===== src/rtl/sd_spi_port.sv =====
// CPU-bus SPI master for the SD card slot: single-byte mode-0 transfers, programmable SCK
// divider, and a burst mode that clocks out N bytes of 0xFF for card initialisation.
module sd_spi_port #(
    parameter int unsigned DIV_RESET = 62
) (
    input  logic       clk,
    input  logic       reset,
    input  logic       n_wr,
    input  logic       n_rd,
    input  logic [2:0] regAddr,
    input  logic [7:0] dataIn,
    output logic [7:0] dataOut,
    output logic       sdCS,
    output logic       sdSCLK,
    output logic       sdMOSI,
    input  logic       sdMISO,
    output logic       driveLED
);

    typedef enum logic [1:0] {
        StIdle,
        StLow,
        StHigh
    } state_e;

    localparam logic [2:0] AddrData   = 3'd0;
    localparam logic [2:0] AddrStatus = 3'd1;
    localparam logic [2:0] AddrDiv    = 3'd2;
    localparam logic [2:0] AddrBurst  = 3'd3;

    state_e     r_state;
    state_e     w_state_next;

    logic       r_n_wr_prev;
    logic       r_n_rd_prev;
    logic [7:0] r_data;
    logic [7:0] r_div;
    logic [7:0] r_div_lat;
    logic [7:0] r_cnt;
    logic [2:0] r_bit;
    logic [7:0] r_tx;
    logic [7:0] r_rx;
    logic [8:0] r_count;
    logic       r_cs;
    logic       r_drop;

    logic       w_wr_edge;
    logic       w_rd_edge;
    logic       w_busy;
    logic       w_phase_end;
    logic       w_start;
    logic       w_wr_blocked;
    logic       w_low_end;
    logic       w_high_end;
    logic       w_more;

    // Strobes act once, on the first low cycle after a high one.
    assign w_wr_edge = !n_wr && r_n_wr_prev;
    assign w_rd_edge = !n_rd && r_n_rd_prev;

    assign w_busy       = (r_state != StIdle);
    assign w_phase_end  = (r_cnt == 8'd0);
    assign w_low_end    = (r_state == StLow) && w_phase_end;
    assign w_high_end   = (r_state == StHigh) && w_phase_end;
    assign w_more       = (r_count != 9'd1);
    assign w_start      = w_wr_edge && !w_busy
                          && ((regAddr == AddrData) || (regAddr == AddrBurst));
    assign w_wr_blocked = w_wr_edge && w_busy
                          && ((regAddr == AddrData) || (regAddr == AddrBurst)
                              || (regAddr == AddrDiv));

    always_ff @(posedge clk) begin
        if (reset) begin
            r_state <= StIdle;
        end else begin
            r_state <= w_state_next;
        end
    end

    always_comb begin
        w_state_next = r_state;
        unique case (r_state)
            StIdle: begin
                if (w_start) begin
                    w_state_next = StLow;
                end
            end
            StLow: begin
                if (w_phase_end) begin
                    w_state_next = StHigh;
                end
            end
            StHigh: begin
                if (w_phase_end) begin
                    if (r_bit != 3'd0 || w_more) begin
                        w_state_next = StLow;
                    end else begin
                        w_state_next = StIdle;
                    end
                end
            end
            default: w_state_next = StIdle;
        endcase
    end

    always_ff @(posedge clk) begin
        if (reset) begin
            r_n_wr_prev <= 1'b1;
            r_n_rd_prev <= 1'b1;
            r_data      <= 8'hFF;
            r_div       <= 8'(DIV_RESET);
            r_div_lat   <= 8'(DIV_RESET);
            r_cnt       <= 8'd0;
            r_bit       <= 3'd7;
            r_tx        <= 8'hFF;
            r_rx        <= 8'hFF;
            r_count     <= 9'd0;
            r_cs        <= 1'b0;
            r_drop      <= 1'b0;
        end else begin
            r_n_wr_prev <= n_wr;
            r_n_rd_prev <= n_rd;

            // Phase timer runs off the divider captured at transfer start.
            if (w_start) begin
                r_cnt     <= r_div;
                r_div_lat <= r_div;
            end else if (w_busy) begin
                if (w_phase_end) begin
                    r_cnt <= r_div_lat;
                end else begin
                    r_cnt <= r_cnt - 8'd1;
                end
            end

            if (w_low_end) begin
                r_rx <= {r_rx[6:0], sdMISO};
            end

            if (w_high_end) begin
                if (r_bit != 3'd0) begin
                    r_bit <= r_bit - 3'd1;
                    r_tx  <= {r_tx[6:0], 1'b1};
                end else begin
                    r_data  <= r_rx;
                    r_count <= r_count - 9'd1;
                    r_bit   <= 3'd7;
                    r_tx    <= 8'hFF;
                end
            end

            if (w_rd_edge && (regAddr == AddrStatus)) begin
                r_drop <= 1'b0;
            end

            if (w_wr_blocked) begin
                r_drop <= 1'b1;
            end

            if (w_wr_edge) begin
                unique case (regAddr)
                    AddrData: begin
                        if (!w_busy) begin
                            r_tx    <= dataIn;
                            r_count <= 9'd1;
                            r_bit   <= 3'd7;
                        end
                    end
                    AddrStatus: r_cs <= dataIn[0];
                    AddrDiv: begin
                        if (!w_busy) begin
                            r_div <= dataIn;
                        end
                    end
                    AddrBurst: begin
                        if (!w_busy) begin
                            r_tx    <= 8'hFF;
                            r_bit   <= 3'd7;
                            r_count <= (dataIn == 8'd0) ? 9'd256 : {1'b0, dataIn};
                        end
                    end
                    default: ;
                endcase
            end
        end
    end

    always_comb begin
        dataOut = 8'hFF;
        unique case (regAddr)
            AddrData:   dataOut = r_data;
            AddrStatus: dataOut = {5'b00000, r_cs, r_drop, w_busy};
            AddrDiv:    dataOut = r_div;
            AddrBurst:  dataOut = r_count[7:0];
            default:    dataOut = 8'hFF;
        endcase
    end

    assign sdCS     = !r_cs;
    assign driveLED = r_cs;
    assign sdSCLK   = (r_state == StHigh);
    assign sdMOSI   = (r_state == StIdle) ? 1'b1 : r_tx[7];

endmodule


===== config.mk =====
export PLATFORM = sky130hd
export DESIGN_NAME = sd_spi_port
export DESIGN_NICKNAME = d
export VERILOG_FILES = /design/src/rtl/sd_spi_port.sv
export SDC_FILE = /design/constraint.sdc
export NUM_CORES = 1
export LEC_CHECK = 0
export CAP_MARGIN = 10
export CORE_AREA = 2 2 81 83
export CTS_CLUSTER_DIAMETER = 100
export CTS_CLUSTER_SIZE = 14
export DETAILED_ROUTE_END_ITERATION = 8
export DIE_AREA = 0 0 83 85
export GPL_ROUTABILITY_DRIVEN = 0
export PLACE_DENSITY = 0.76
export SYNTH_ARGS = -nofsm -noshare
export SYNTH_HDL_FRONTEND = slang
export SYNTH_SLANG_ARGS = --single-unit

===== constraint.sdc =====
create_clock -name clk -period 2.77 [get_ports clk]
set_input_delay 0.277 -clock clk [delete_from_list [all_inputs] [get_ports clk]]
set_output_delay 0.277 -clock clk [all_outputs]
set_load 0.03 [all_outputs]

After elaboration in Yosys (flattened, before gate mapping)
Index checks and enable logic that the tools add are counted.

word-level totals
  flip-flop bits (word level) = 66
  input port bits = 16
  word-level logic and storage cells = 86

cells by class
  bitwise gates (word level) = 2
  reduce and logical (&&, ||, !) cells = 29
  mux-type cells = 30
  equality and inequality tests = 9
  $add $sub $neg = 3

operators by type and width
  cell                                                                number
  8-bit two-way mux                                                   8
  9-bit two-way mux                                                   6
  8-bit one-hot mux with 4 select lines                               1
  9-bit one-hot mux with 2 select lines                               1
  8-bit logical NOT                                                   2
  8-bit one-hot mux with 2 select lines                               1
  3-bit two-way mux                                                   5
  1-bit logical AND                                                   9
  9-bit by 1-bit != test with 1-bit output, second input constant     1
  9-bit by 1-bit subtractor with 9-bit output, second input constant  1
  8-bit by 1-bit subtractor with 8-bit output, second input constant  1
  3-bit by 2-bit == test with 1-bit output, second input constant     2
  2-bit two-way mux                                                   3
  2-bit one-hot mux with 3 select lines                               1
  3-bit AND reduction                                                 2
  2-bit nonzero test                                                  3
  1-bit logical NOT                                                   4
  1-bit two-way mux                                                   4
  2-bit != test, second input constant                                2
  2-bit AND reduction                                                 2
  3-bit by 1-bit == test with 1-bit output, second input constant     1
  3-bit logical NOT                                                   1
  1-bit logical OR                                                    3
  3-bit nonzero test                                                  1
  other kinds (7)                                                     8

Longest topological paths before layout
Gate-level depths: netlist (run 1).

  depth in word-level cells = 6
  gate-level depth with buffers = 8
  mapped depth without buffers = 7

Worst setup path after synthesis (run 1)
No wires, ideal clock.

  path type = reg-to-reg
  start = register r_cnt[2]
  end = register r_count[7]
  setup slack = 0.804 ns
  period minus slack after synthesis = 1.966 ns
  required time = 2.653 ns
  arrival = 1.849 ns
  library setup time = 0.117 ns
  cell stages (with the launch flop) = 7
  path buffers = 1
  path through = dfxtp_1 > or4_1 > buf_2 > nor4b_1 > nand4b_1 > xnor2_1 > a22o_1

on the way
  longest elaborated chain between the ends = 6
  elaborated cells on any way between the ends = 7
  those cells by class = 5 x mux; 2 x reduce/logical

RTL lines
  item                                   RTL line  RTL
  start: declaration                     39        logic [7:0] r_cnt;
  start signal: assignment               126       r_cnt <= r_div;
  start signal: assignment               130       r_cnt <= r_div_lat;
  start signal: assignment               132       r_cnt <= r_cnt - 8'd1;
  8-bit logical NOT *                    62        assign w_phase_end = (r_cnt == 8'd0);
  1-bit logical AND *                    64        assign w_high_end = (r_state == StHigh) && w_phase_end;
  9-bit two-way mux *                    140       if (w_high_end) begin
  9-bit two-way mux (on tied branches)   176, 163
  9-bit one-hot mux with 2 select lines  161       unique case (regAddr)
  9-bit two-way mux *                    160       if (w_wr_edge) begin
  end signal: assignment                 146       r_count <= r_count - 9'd1;
  end signal: assignment                 179       r_count <= (dataIn == 8'd0) ? 9'd256 : {1'b0, dataIn};
  end: declaration                       43        logic [8:0] r_count;

Every way passes the cells marked *; elsewhere a longest branch is shown, timed or not.
A chain may end at the register's enable or synchronous reset.

Worst setup path in the final report (run 1)
  start = input regAddr[0]
  end = output dataOut[0]

on the way
  longest elaborated chain between the ends = 2
  elaborated cells on any way between the ends = 5
  those cells by class = 3 x eq/ne; 1 x mux; 1 x reduce/logical

RTL lines
  item                                                              RTL line  RTL
  start: declaration                                                10        input logic [2:0] regAddr,
  3-bit by 2-bit == test with 1-bit output (tied with other cells)  190       unique case (regAddr)
  8-bit one-hot mux with 4 select lines *                           190
  end: declaration                                                  12        output logic [7:0] dataOut,

Marked as above.

==> impl_metrics.ini, run 1 <==
[detailed_routing]
antenna_left = 0
vias_per_cell = 5.78
drc_errors = 0
wl_per_cell_um = 16.0
via_count = 2921
dr.pass1.iters = 5
wirelength_um = 8060
drt-initial-drc-count = 170

[cts]
cts_resized = 0
cts.sinks = 66
clk_pin_slew_ns = 0.08
clock_tree.root_cell = clkbuf_8
worst_skew_pair.late_latency_ns = 0.34
cts_htree_levels = 3
post_cts_buffers = 0
cts_inserted_buffers = 9
cts_hold_buf = 0
cts_tree = built
clock_path_buffers = 2

[final_layout]
layout-drive-gt1-share = 0.110
nNetsFinal = 445
area_growth_syn_to_layout_pct = 18.5
stdcell_count = 505
final_cell_mix = nand2_1, dfxtp_1, nor2_1, clkdlybuf4s50_1, nand3b_1
layout_commonest_cell = nand2_1
antennaDiodeCount = 0

[placement]
dpl.hpwl_um = 5800
place.port_buffers = 27
place_ws_ns = 0.155
dp_cells = 489

[global_route]
met1_usage = 0.310
grt_pass1_wl_um = 13300
grt-ovfl-total = 0
busiest_layer = met2
antenna_found_initial = 0
grt_pass1_vias = 2723
track_usage = 0.236
gr-usage-met3 = 0.0457
grt_max_degree = 51
use_met2 = 0.370

[sta]
hold_viol = 0
max_freq_mhz = 383
tns_ns = 0
slew_headroom = 0.562
rsz0062_at_grt = false
worstMarginPinSlew_ns = 0.654
post-route-min-period_ns = 2.61
clock_skew_ns = 0.00854
maxSlewViolCount = 0
final.setup.worst_slack_ns = 0.158
period_share = 0.943
finalSetupViolCount = 0

[critical_path]
r2r_slack_ns = 0.49
critPathMaxFanout = 14
start_kind = input pin
worstSetupEndpointType = output pin
slowest_stage = clkdlybuf4s50_1
cpMostUsedCell = clkdlybuf4s50_1
r2r_cells = 5
arrival_ns = 2.33
cpPeakStageDelay_ns = 0.59
critPathKind = input pin to output pin
crit_required_ns = 2.49
path_cells = clkdlybuf4s50_1 -> buf_4 -> mux4_2 -> or2_2 -> clkdlybuf4s50_1

[floorplan]
fp.dieArea_um2 = 7060
rows = 29
core_um2 = 6200
initial_core_util = 0.529
die_w_um = 83
die_y_um = 85
io_pins = 28

[power]
power.leakage_nw = 1.61
power_density_nw_per_um2 = 687
vdd_drop_max_uv = 368
power.total_mw = 2.67

[outcome]
status = finished clean

[yosys]
synth_ff_type = dfxtp_1
synth_nets = 414
ys_ff_latch = 66
synth_edf_count = 0
ys_async_sr_fraction = 0
synthCells = 392
syn_area_um2 = 3280
avgSynthCellArea_um2 = 8.37
synth.distinct_cells = 48
ys.warnings.count = 0
ys_seq_area_frac = 0.403

[min_path]
hold_path_depth = 2
hold_path_class = flop to flop

[job]
cap_violations = 0
area by class of cell:
type	instances	area, um2
timing repair buffer	41	375
clock inverter	5	77.6
clock buffer	11	141
sequential	66	1320
tap	77	96.3
multi-input combinational	291	1820
inverter	14	52.6
fill	567	2320
logic make-up after synthesis:
logic type,Yosys count,share of synthesized area
buffers and inverters,35,0.0420
adders and majority gates,6,0.0229
DFF,66,0.403
muxes,19,0.0721
AOI/OAI and AO/OA,69,0.142
xor gates and xnor gates,12,0.0320
and+or+nand+nor,185,0.286
through the flow:
step / hold slack, ns / util / instance area [um2]
floorplan: 0.384 / - / 3280
global placement: 0.444 / 0.591 / 3670
detailed placement: 0.449 / 0.591 / 3670
CTS: 0.462 / 0.626 / 3880
global route: 0.491 / 0.626 / 3880
finish: 0.461 / 0.626 / 3880
worst paths after layout:
kind | start | endpoint
setup / recovery | regAddr[0] | dataOut[0]
hold / removal | r_div_lat[0] | r_div_lat[0]
setup reg to reg | r_cnt[2] | r_count[7]
hold reg to reg | r_div_lat[0] | r_div_lat[0]
cells in the mapped netlist, types with 2 or more instances:
| cell | count | area share |
|---|---|---|
| nand2b_1 | 5 | 0.0095 |
| nand4b_1 | 4 | 0.011 |
| or3_1 | 3 | 0.0057 |
| nand3b_1 | 24 | 0.055 |
| inv_1 | 14 | 0.016 |
| o21a_1 | 2 | 0.0046 |
| o32ai_1 | 2 | 0.0053 |
| a211o_1 | 5 | 0.013 |
| o21ai_0 | 14 | 0.021 |
| o211ai_1 | 2 | 0.0046 |
| nor2_1 | 37 | 0.042 |
| a22o_1 | 7 | 0.019 |
| or4_1 | 3 | 0.0069 |
| dfxtp_1 | 66 | 0.40 |
| a21oi_1 | 20 | 0.031 |
| o22ai_1 | 2 | 0.0038 |
| nor4_1 | 5 | 0.0095 |
| a221o_1 | 5 | 0.015 |
| mux4_2 | 3 | 0.021 |
| or2_2 | 5 | 0.0095 |
| nor4b_1 | 2 | 0.0053 |
| a211oi_1 | 5 | 0.011 |
| ha_1 | 6 | 0.023 |
| mux2_2 | 7 | 0.024 |
| nand2_1 | 75 | 0.086 |
| mux2i_1 | 9 | 0.027 |
| xor2_1 | 2 | 0.0053 |
| nand4_1 | 2 | 0.0038 |
| xnor2_1 | 10 | 0.027 |
| buf_2 | 2 | 0.0031 |
| clkbuf_1 | 18 | 0.021 |
| nor3_1 | 5 | 0.0076 |
| nand3_1 | 6 | 0.0092 |
registers in the layout, indices dropped and copies added, names as in the netlist:
register and flops:
r_count 9, r_cnt 8, r_data 8, r_div 8, r_div_lat 8, r_rx 8, r_tx 8, r_bit 3
r_state 2, driveLED 1, r_drop 1, r_n_rd_prev 1, r_n_wr_prev 1
per-layer routing:
layer / vias to the layer above / share of wire
li1: 1437 / -
met1: 1400 / 0.46
met2: 63 / 0.47
met3: 21 / 0.039
met4: 0 / 0.033
met5: - / 0
worst max-delay path, delay by kind of cell:
| kind | cells | cell delay [ns] |
|---|---|---|
| mux | 1 | 0.51 |
| buf+inv | 3 | 1.25 |
| simple gates | 1 | 0.29 |
power by group:
group | total [mW] | switching, mW | internal, mW
clock | 0.896 | 0.367 | 0.529
combinational | 0.678 | 0.400 | 0.277
sequential | 1.10 | 0.0786 | 1.02
total | 2.67 | 0.846 | 1.82
No activity file was read; power rests on OpenSTA's default activity.
==> inputs of run 2 (changes only) <==
--- a/config.mk
+++ b/config.mk
@@ -6,11 +6,11 @@
 export NUM_CORES = 1
 export LEC_CHECK = 0
 export CAP_MARGIN = 10
-export CORE_AREA = 2 2 81 83
+export CORE_AREA = 2 2 76 92
 export CTS_CLUSTER_DIAMETER = 100
 export CTS_CLUSTER_SIZE = 14
 export DETAILED_ROUTE_END_ITERATION = 8
-export DIE_AREA = 0 0 83 85
+export DIE_AREA = 0 0 78 94
 export GPL_ROUTABILITY_DRIVEN = 0
 export PLACE_DENSITY = 0.76
 export SYNTH_ARGS = -nofsm -noshare
==> constraint.sdc (replaced) <==
create_clock -name clk -period 2.2 [get_ports clk]
set_input_delay 0.22 -clock clk [delete_from_list [all_inputs] [get_ports clk]]
set_output_delay 0.22 -clock clk [all_outputs]
set_load 0.03 [all_outputs]
==> run 2 against run 1 <==
Against the previous run:
- sequential power is 25% higher
- non-clock buffer count is 13 higher
- largest power group unchanged
- register-to-register slack worse by 0.36 ns
- global-route usage is 0.53 points higher
- hold slack worse by 0.019 ns
==> impl_metrics.ini, run 2 (synthesis results as in run 1) <==
[final_layout]
num-fill-cells = 570
antennaDiodeCount = 0
layout_commonest_cell = nand2_1
final_cell_mix = nand2_1, dfxtp_1, nor2_1, buf_4, nand3b_1
largest-register = r_count
seqCellArea_um2 = 1320
nNetsFinal = 458
layout-drive-gt1-share = 0.152
largest_reg_flops = 9
multi_input_area_um2 = 1820
stdcell_count = 525
area_growth_syn_to_layout_pct = 21.1

[floorplan]
die_w_um = 78
die_y_um = 94
rows = 32
core_um2 = 6410
initial_core_util = 0.512
fp.dieArea_um2 = 7330
io_pins = 28

[cts]
cts_htree_levels = 3
clock_tree.root_cell = clkbuf_8
cts_inserted_buffers = 9
cts_tree = built
cts.sinks = 66
clk_pin_slew_ns = 0.07
clock_path_buffers = 2
worst_skew_pair.late_latency_ns = 0.35
cts_hold_buf = 0

[sta]
final.setup.worst_slack_ns = 0.0327
clock_skew_ns = 0.00700
maxSlewViolCount = 0
rsz0062_at_grt = false
post-route-min-period_ns = 2.17
finalSetupViolCount = 0
hold_viol = 0
worstMarginPinSlew_ns = 0.460
slew_headroom = 0.692
tns_ns = 0
period_share = 0.985
max_freq_mhz = 461

[global_route]
antenna_found_initial = 0
grt-ovfl-total = 0
grt_max_degree = 51
track_usage = 0.241
grt_pass1_vias = 2826
grt_pass1_wl_um = 13700

[critical_path]
cpPeakStageDelay_ns = 0.45
timing.rr.start = r_cnt[3]
worstSetupEndpointType = output pin
slowest_stage = clkdlybuf4s50_1
path_cells = clkdlybuf4s50_1 -> buf_4 -> buf_4 -> mux2_2 -> a221o_1 -> dlygate4sd2_1
critPathKind = input pin to output pin
worstPathBufferInverterCount = 4
crit_start = regAddr[0]
crit_required_ns = 1.98
cpMostUsedCell = buf_4
arrival_ns = 1.95
start_kind = input pin
critPathTopFamily = buffers and inverters
critPathMaxFanout = 6

[detailed_routing]
drt-initial-drc-count = 113
dr.pass1.iters = 4
wl_per_cell_um = 15.7
antenna_left = 0
wirelength_um = 8220
vias_per_cell = 5.56
via_count = 2921
drc_errors = 0

[power]
power.leakage_nw = 1.67
power_density_nw_per_um2 = 842
vdd_drop_max_uv = 531

[placement]
place_ws_ns = -0.229
dp_cells = 509
place.port_buffers = 27
dpl.hpwl_um = 6040

[job]
cap_violations = 0

[min_path]
hp-start = sdMISO
hold_path_class = input pin to flop

[outcome]
status = finished clean
[run 2: cell count changes in the layout (fill, tap and decap cells not counted), moves of 2 or more]
cell | before | now
buf_12 | 0 | 2
dlygate4sd2_1 | 0 | 2
clkbuf_2 | 0 | 3
buf_4 | 14 | 27
clkdlybuf4s50_1 | 27 | 19
[run 2: path summary, 6_finish.rpt]
| path | endpoint | slack [ns] | cells past startpoint |
|---|---|---|---|
| setup / recovery | dataOut[7] | 0.03 | 6 |
| hold / removal | r_rx[0] | 0.44 | 3 |
| setup reg to reg | r_count[8] | 0.13 | 6 |
| hold reg to reg | r_div_lat[0] | 0.47 | 2 |
[run 2: layer usage]
metal,share of wire,track usage,up-vias
met3,0.037,0.0308,16
met5,0,0,-
met4,0.028,0.129,0
met1,0.43,0.298,1382
li1,-,-,1460
met2,0.51,0.410,63
[run 2: timing repair]
| item | CTS | global route |
|---|---|---|
| pin swaps | 0 | 1 |
| buffers inserted | 0 | 1 |
| setup endpoints to repair | 6 | 12 |
| gates resized for setup | 8 | 7 |
[run 2: final cells by class]
| class | instances | share of cell area |
|---|---|---|
| multi-input combinational | 291 | 0.459 |
| sequential | 66 | 0.333 |
| timing repair buffer | 54 | 0.120 |
| clock buffer | 10 | 0.0347 |
| tap | 85 | 0.0268 |
| clock inverter | 5 | 0.0139 |
| inverter | 14 | 0.0132 |
[run 2: metrics by stage]
stage	power [mW]	area, um2	hold WS (ns)	util
2_1_floorplan	2.01	3280	0.327	-
3_3_place_gp	2.34	3790	0.444	0.591
3_5_place_dp	2.37	3790	0.461	0.591
4_1_cts	3.36	3970	0.436	0.620
5_1_grt	3.52	3970	0.450	0.620
6_report	3.35	3970	0.441	0.620
[run 2: worst min-delay path, cell delays in order]
cell	delay [ns]
clkdlybuf4s50_1	0.40
nand2_1	0.06
nand3b_1	0.07
[run 2: report_power, final]
group / internal (mW) / leakage (nW) / total, mW / switching (mW)
registers: 1.28 / 0.537 / 1.37 / 0.0868
logic: 0.439 / 1.04 / 0.980 / 0.541
clock network: 0.543 / 0.0941 / 0.998 / 0.455
==> inputs of run 3 (changes only) <==
--- a/config.mk
+++ b/config.mk
@@ -5,14 +5,13 @@
 export SDC_FILE = /design/constraint.sdc
 export NUM_CORES = 1
 export LEC_CHECK = 0
-export CAP_MARGIN = 10
 export CORE_AREA = 2 2 76 92
 export CTS_CLUSTER_DIAMETER = 100
 export CTS_CLUSTER_SIZE = 14
 export DETAILED_ROUTE_END_ITERATION = 8
 export DIE_AREA = 0 0 78 94
 export GPL_ROUTABILITY_DRIVEN = 0
-export PLACE_DENSITY = 0.76
+export PLACE_DENSITY = 0.74
 export SYNTH_ARGS = -nofsm -noshare
 export SYNTH_HDL_FRONTEND = slang
 export SYNTH_SLANG_ARGS = --single-unit
==> run 3 against run 2 <==
Against the previous run:
- combinational power decreased by 0.7%
- global-route usage increased by 0.34 points
- power increased by 1.8%
- fmax increased by 2.5%
- cell count increased by 0.76%
- clock power increased by 6%
- critical path depth decreased by 1
- clock-buffer cell count increased by 3
- hold slack improved by 0.016 ns
- flip-flop and latch count unchanged
- largest cell class unchanged
==> impl_metrics.ini, run 3 (synthesis results as in run 1) <==
[outcome]
status = finished clean

[critical_path]
start_kind = input pin
slowest_stage = clkdlybuf4s50_1
r2r_slack_ns = 0.14
path_depth = 5
critPathMaxFanout = 6
r2r_cells = 5
crit_required_ns = 1.98
worstSetupEndpointType = output pin
arrival_ns = 1.90
path_cells = clkdlybuf4s50_1 -> buf_4 -> mux2_2 -> a221o_1 -> dlygate4sd2_1
critPathTopFamily = buffers and inverters
cpPeakStageDelay_ns = 0.46
critPathKind = input pin to output pin
worstPathBufferInverterCount = 3

[final_layout]
stdcell_count = 529
layout-drive-gt1-share = 0.162
largest-register = r_count
nNetsFinal = 462
num-fill-cells = 561
largest_reg_flops = 9
area_growth_syn_to_layout_pct = 22.0
layout_commonest_cell = nand2_1
final_cell_mix = nand2_1, dfxtp_1, nor2_1, buf_4, nand3b_1
antennaDiodeCount = 0

[sta]
slew_headroom = 0.690
clock_skew_ns = 0.00701
hold_viol = 0
worstMarginPinSlew_ns = 0.466
max_freq_mhz = 473
finalSetupViolCount = 0
maxSlewViolCount = 0
post-route-min-period_ns = 2.12
period_share = 0.962
rsz0062_at_grt = false

[detailed_routing]
wl_per_cell_um = 16.2
via_count = 2963
dr.pass1.iters = 5
drc_errors = 0
vias_per_cell = 5.60
wirelength_um = 8590
drt-initial-drc-count = 198
antenna_left = 0

[floorplan]
initial_core_util = 0.512
die_w_um = 78
core_um2 = 6410
io_pins = 28
die_y_um = 94
rows = 32
fp.dieArea_um2 = 7330

[global_route]
grt_max_degree = 51
grt_pass1_vias = 2822
grt_pass1_wl_um = 14000
track_usage = 0.245
grt-ovfl-total = 0
antenna_found_initial = 0

[cts]
cts.sinks = 66
clk_pin_slew_ns = 0.07
cts_hold_buf = 0
cts_htree_levels = 3
worst_skew_pair.late_latency_ns = 0.34
cts_inserted_buffers = 9
clock_tree.root_cell = clkbuf_8
cts_tree = built
clock_path_buffers = 2

[placement]
place.port_buffers = 27
dpl.hpwl_um = 6060
dp_cells = 512

[power]
vdd_drop_max_uv = 489
power_density_nw_per_um2 = 851
power.total_mw = 3.41
power.leakage_nw = 1.70

[job]
cap_violations = 0

[min_path]
hold_path_class = flop to flop
hold_path_depth = 2
==> run 3: cell count changes in the layout (fill, tap and decap cells not counted), moves of 2 or more <==
cell,change
clkbuf_2,+3
buf_4,+2
clkbuf_8,+2
clkinvlp_4,-2
==> run 3: area by class of cell <==
type                       count  area, um2  area share
tap                           85        106      0.0266
multi-input combinational    291       1830       0.456
clock inverter                 2       35.0     0.00876
sequential                    66       1320       0.330
clock buffer                  13        169      0.0422
timing repair buffer          58        492       0.123
inverter                      14       52.6      0.0131
==> run 3: worst min-delay path, stage by stage, from the launching register on <==
cell and delay [ns]:
dfxtp_1 0.31, nand2_1 0.05, a21oi_1 0.05
==> run 3: repair_timing <==
action | CTS | global route
pin swaps | 0 | 2
setup buffers | 0 | 2
gates resized for setup | 11 | 15
endpoints found under the setup margin | 8 | 17
==> run 3: final timing paths <==
check | start | to
min reg2reg | r_div_lat[6] | r_div_lat[6]
min | r_div_lat[6] | r_div_lat[6]
max | regAddr[0] | dataOut[3]
max reg2reg | r_cnt[3] | r_count[1]
==> run 3: per-layer routing <==
metal / track usage / up-vias / wire length [um]
met1: 0.308 / 1402 / 3700
met2: 0.406 / 71 / 4340
met5: 0 / - / 0
met4: 0.110 / 0 / 197
met3: 0.0490 / 17 / 356
li1: - / 1473 / -
==> run 3: power by group <==
group          leakage, nW  switching (mW)  internal, mW
logic                 1.06           0.555         0.418
clock network        0.106           0.453         0.609
registers            0.537          0.0906          1.28
total                 1.70            1.10          2.31
==> run 3: metrics by stage <==
stage | hold slack, ns | instance area [um2] | setup TNS, ns | util | setup slack (ns)
floorplan | 0.327 | 3280 | 0 | - | 0.234
global placement | 0.449 | 3810 | -1.67 | 0.595 | -0.232
detailed placement | 0.448 | 3810 | -1.74 | 0.595 | -0.247
CTS | 0.458 | 4010 | 0 | 0.626 | 0.00222
global route | 0.472 | 4000 | 0 | 0.625 | 0.00920
finish | 0.457 | 4000 | 0 | 0.625 | 0.0846
